==> src/rtl/muldiv_unit.sv <==
// muldiv_unit: iterative RV32M multiply/divide unit; the division datapath is built only with MULDIV_DIV_EN
module muldiv_unit #(
    parameter int XLEN = 32
) (
    input  logic            clk,
    input  logic            reset,
    input  logic            start,
    input  logic [2:0]      funct3,
    input  logic [XLEN-1:0] a,
    input  logic [XLEN-1:0] b,
    input  logic            kill,
    output logic            busy,
    output logic            done,
    output logic [XLEN-1:0] result
);
    typedef enum logic [1:0] {IDLE, CALC, FIN} state_t;
    state_t      state_q, state_d;
    logic [63:0] p_q, p_d, mstep, dstep, prod, pbyp;
    logic [31:0] m_q, m_d, ma, mb, fin, q, r, result_q, result_d;
    logic [2:0]  f_q, f_d;
    logic [4:0]  cnt_q, cnt_d;
    logic        an_q, an_d, bn_q, bn_d;
    logic        sa, sb, a_neg, b_neg, byp, fin_ok;
    logic [32:0] sum, diff;

    // operand signedness, magnitudes, bypass detection and one datapath step
    always_comb begin
        sa    = funct3[2] ? ~funct3[0] : (funct3[1:0] != 2'b11);
        sb    = funct3[2] ? ~funct3[0] : ~funct3[1];
        a_neg = sa & a[31];
        b_neg = sb & b[31];
        ma    = a_neg ? -a : a;
        mb    = b_neg ? -b : b;
`ifdef MULDIV_DIV_EN
        byp   = funct3[2] & ((b == 32'd0) | (~funct3[0] & (a == 32'h80000000) & (b == 32'hFFFFFFFF)));
        pbyp  = (b == 32'd0) ? {a, 32'hFFFFFFFF} : {32'd0, 32'h80000000};
`else
        byp   = funct3[2];
        pbyp  = 64'd0;
`endif
        sum   = {1'b0, p_q[63:32]} + (p_q[0] ? {1'b0, m_q} : 33'd0);
        mstep = {sum, p_q[31:1]};
        diff  = p_q[63:31] - {1'b0, m_q};
        dstep = diff[32] ? {p_q[62:0], 1'b0} : {diff[31:0], p_q[30:0], 1'b1};
        prod  = (an_q ^ bn_q) ? -p_q : p_q;
        q     = (an_q ^ bn_q) ? -p_q[31:0] : p_q[31:0];
        r     = an_q ? -p_q[63:32] : p_q[63:32];
`ifdef MULDIV_DIV_EN
        fin   = f_q[2] ? (f_q[1] ? r : q) : (f_q[1:0] == 2'b00 ? prod[31:0] : prod[63:32]);
`else
        fin   = f_q[2] ? 32'd0 : (f_q[1:0] == 2'b00 ? prod[31:0] : prod[63:32]);
`endif
        fin_ok   = (state_q == FIN) & ~kill;
        done     = fin_ok;
        busy     = state_q != IDLE;
        result_d = fin_ok ? fin : result_q;
        result   = result_d;
    end

    // next-state logic: accept, iterate 32 steps, finish; kill aborts
    always_comb begin
        state_d = state_q;
        p_d     = p_q;
        m_d     = m_q;
        f_d     = f_q;
        an_d    = an_q;
        bn_d    = bn_q;
        cnt_d   = cnt_q;
        case (state_q)
            IDLE: if (start & ~kill) begin
                f_d     = funct3;
                an_d    = a_neg & ~byp;
                bn_d    = b_neg & ~byp;
                cnt_d   = 5'd0;
                m_d     = funct3[2] ? mb : ma;
                p_d     = byp ? pbyp : (funct3[2] ? {32'd0, ma} : {32'd0, mb});
                state_d = byp ? FIN : CALC;
            end
            CALC: begin
`ifdef MULDIV_DIV_EN
                p_d     = f_q[2] ? dstep : mstep;
`else
                p_d     = mstep;
`endif
                cnt_d   = cnt_q + 5'd1;
                state_d = kill ? IDLE : (cnt_q == 5'd31 ? FIN : CALC);
            end
            default: state_d = IDLE;
        endcase
    end

    // state register with synchronous active-low reset
    always_ff @(posedge clk) begin
        if (!reset) begin
            state_q  <= IDLE;
            p_q      <= 64'd0;
            m_q      <= 32'd0;
            f_q      <= 3'd0;
            an_q     <= 1'b0;
            bn_q     <= 1'b0;
            cnt_q    <= 5'd0;
            result_q <= 32'd0;
        end else begin
            state_q  <= state_d;
            p_q      <= p_d;
            m_q      <= m_d;
            f_q      <= f_d;
            an_q     <= an_d;
            bn_q     <= bn_d;
            cnt_q    <= cnt_d;
            result_q <= result_d;
        end
    end
endmodule

==> config.mk <==
export PLATFORM = sky130hd
export DESIGN_NAME = muldiv_unit
export DESIGN_NICKNAME = d
export VERILOG_FILES = /design/src/rtl/muldiv_unit.sv
export SDC_FILE = /design/constraint.sdc
export NUM_CORES = 1
export LEC_CHECK = 0
export ABC_AREA = 1
export CORE_MARGIN = 2
export CORE_UTILIZATION = 45
export DETAILED_ROUTE_END_ITERATION = 6
export PLACE_DENSITY = 0.74
export SYNTH_ARGS = -nofsm -noshare
export SYNTH_HDL_FRONTEND = slang
export SYNTH_SLANG_ARGS = --single-unit
==> constraint.sdc <==
create_clock -name clk -period 3.05 [get_ports clk]
set_input_delay 0.305 -clock clk [delete_from_list [all_inputs] [get_ports clk]]
set_output_delay 0.305 -clock clk [all_outputs]
set_load 0.03 [all_outputs]
==> impl_metrics.yaml <==
status:
  outcome: "finished, final reports clean"
clocking:
  clockBufferDepth: 2
  cts_tree: "yes"
  cts_buffers: 17
  worstSkewPairLatency_ps: 440
  root_buffer: "clkbuf_16"
  ctsHoldBuffers: 0
  clk_pin_slew_ps: 60
  htreeDepth: 4
  clock_sinks: 140
place:
  preCtsSetupSlack_ps: 241
  placed_area_um2: 13500
  dp_hpwl_mm: 36.5
  port_buffers: 104
  gp_congestion: 1.03
setup_path:
  cp.required_ps: 2740
  crit_path_start_kind: "register"
  cp-end-kind: "output pin"
  max_stage_delay_ps: 370
  cp-endpoint: "result[27]"
  r2r_slack_ps: 290
  r2r_cells: 17
  cp_max_fo: 5
  path_class: "register to output pin"
  crit_start: "p_q[24]"
  worstReg2RegStart: "p_q[0]"
  r2r-end: "p_q[63]"
  slowest_stage: "nor2_1"
  cp_cell_sequence: "nor2_1, nand2_1, nor2_1, nand2_1, nor2_1, nor2_1, nand2_1, nand3_1, nand3_1, nand2_1, buf_4"
  arrival_ps: 2590
logic_synthesis:
  syn_nets: 2292
  ys_seq_area_share_pct: 23.2
  synth-seq-cells: 140
  synth_top_area_share_pct: 23.2
  synth_area_leaders: "dfxtp_1 (23%), nand2_1 (22%), nor2_1 (9.0%), nand3_1 (8.2%), inv_1 (7.2%)"
  syn-cell-area_um2: 12100
  synth_edf_count: 0
  ys_warn_count: 0
  synthCells: 2183
  postSynthAreaPerCell_um2: 5.53
  synth_ff_type: "dfxtp_1"
  synth_area_leader_cell: "dfxtp_1"
  synthArstFlopShare_pct: 0
  ys_types: 46
layout:
  drive_gt1_share_pct: 6.55
  antennaDiodeCount: 0
  nNetsFinal: 2385
  fill_cells: 2793
  fin_area_um2: 14100
  layout_common_cells: "nand2_1 (710), nor2_1 (286), inv_1 (229), nand3_1 (197), a21oi_1 (172)"
  final_common_cell: "nand2_1"
  areaGrowthSynthToFinish_pct: 17.2
  post-route-util_pct: 54.0
route:
  ant_nets: 0
  wl_per_cell_um: 17.6
  vias: 14594
  drt_iter0_drc: 1587
  via_per_inst: 5.56
  finalWirelength_mm: 46.2
  drc_errors: 0
  dr.pass1.iters: 6
grt:
  grt_pass1_wl_mm: 71.8
  grt_pass1_vias: 13352
  grt_overflow: 0
  antenna_found_initial: 0
  grt_max_degree: 58
  grt_usage_pct: 32.4
job:
  maxCapViolCount: 0
die:
  rows: 59
  initial_core_util_pct: 46.0
  die_height_um: 168
  num_io_pins: 105
  coreArea_um2: 26200
  fp.dieW_um: 168
  dieArea_um2: 28100
timing:
  maxSlewViolCount: 0
  tns_ps: 0
  worst_slack_ps: 154
  hold_viol: 0
  slew_headroom_pct: 56.0
  fin_skew_ps: 18.3
  fin_crit_ps: 2900
  post-route-period-util_pct: 95.0
  finalSetupViolCount: 0
  tightest_slew_ps: 658
  fmax_ghz: 0.345
power:
  power.density_nw_per_um2: 382
  ir_drop_mv: 0.396
  total_power_mw: 5.41
  p_leak_nw: 6.84
hold_path:
  min_path_type: "register to register"
## layout make-up
type                            instances  area, um2  share of cell area, %
Clock buffer                           19        443                   3.13
Clock inverter                         13        156                   1.11
Inverter                              240        903                   6.39
Multi-Input combinational cell       1731       8080                   57.1
Sequential cell                       140       2800                   19.8
Tap cell                              335        419                   2.96
Timing Repair Buffer                  146       1340                   9.46
## kinds of logic after synthesis
family,after synthesis,share of synthesized area [%]
simple gates,1299,44.6
compound gates,367,16.2
buf+inv,312,10.1
flops,140,23.2
fa+ha+maj,38,4.00
xor+xnor,27,1.96
## through the flow
| stage | hold WS [ps] | cells |
|---|---|---|
| global placement | 451 | 2590 |
| finish | 471 | 2624 |
| floorplan | 436 | 2183 |
| CTS | 474 | 2622 |
| global route | 493 | 2624 |
| detailed placement | 462 | 2590 |
## Yosys cell counts, drive strengths merged (10+ instances only)
master    n
nand2   718
nor2    300
inv     238
nand3   200
a21oi   172
dfxtp   140
o21ai   131
clkbuf   45
ha       37
a31oi    36
nand4    34
buf      27
nor3     23
xor2     22
or2      10
## state kept, by name, summed over array words and instances, names as in the netlist
register / count
an_q: 1
f_q: 3
cnt_q: 5
p_q: 64
bn_q: 1
m_q: 32
state_q: 2
result_q: 32
## report_power, final
group | total [mW] | switching (mW) | internal (mW)
registers | 1.94 | 0.0491 | 1.89
logic | 1.30 | 0.882 | 0.419
clock network | 2.17 | 0.924 | 1.25
## metal layers
layer,GRT usage (%),share of wire (%),vias to the layer above
li1,-,-,7272
met1,44.1,44,6539
met2,51.7,44,697
met3,4.75,8.1,86
met4,12.6,3.8,0
met5,0,0,-
## worst min-delay path by stage
stage | startpoint | endpoint | slack (ps) | depth (start not counted)
after floorplan | cnt_q[3] | cnt_q[3] | 440 | 1
after global placement | cnt_q[3] | cnt_q[3] | 450 | 1
after detailed placement | cnt_q[4] | cnt_q[4] | 460 | 2
after CTS | m_q[31] | m_q[31] | 470 | 2
after global routing | result_q[0] | result_q[0] | 490 | 2
final | result_q[21] | result_q[21] | 470 | 2
## repair_timing
action,CTS,global route
gates resized for setup,4,9
setup endpoints to repair,4,9
hold endpoints to repair,0,0
setup buffers,0,2
pin swaps,0,1
## critical path: cells and delay by family, from the launching register on
kind / cells / cell delay, ps
buf+inv: 1 / 160
simple gates: 10 / 1650
flops: 1 / 350
Note: power is estimated with default switching activity, not from simulation.
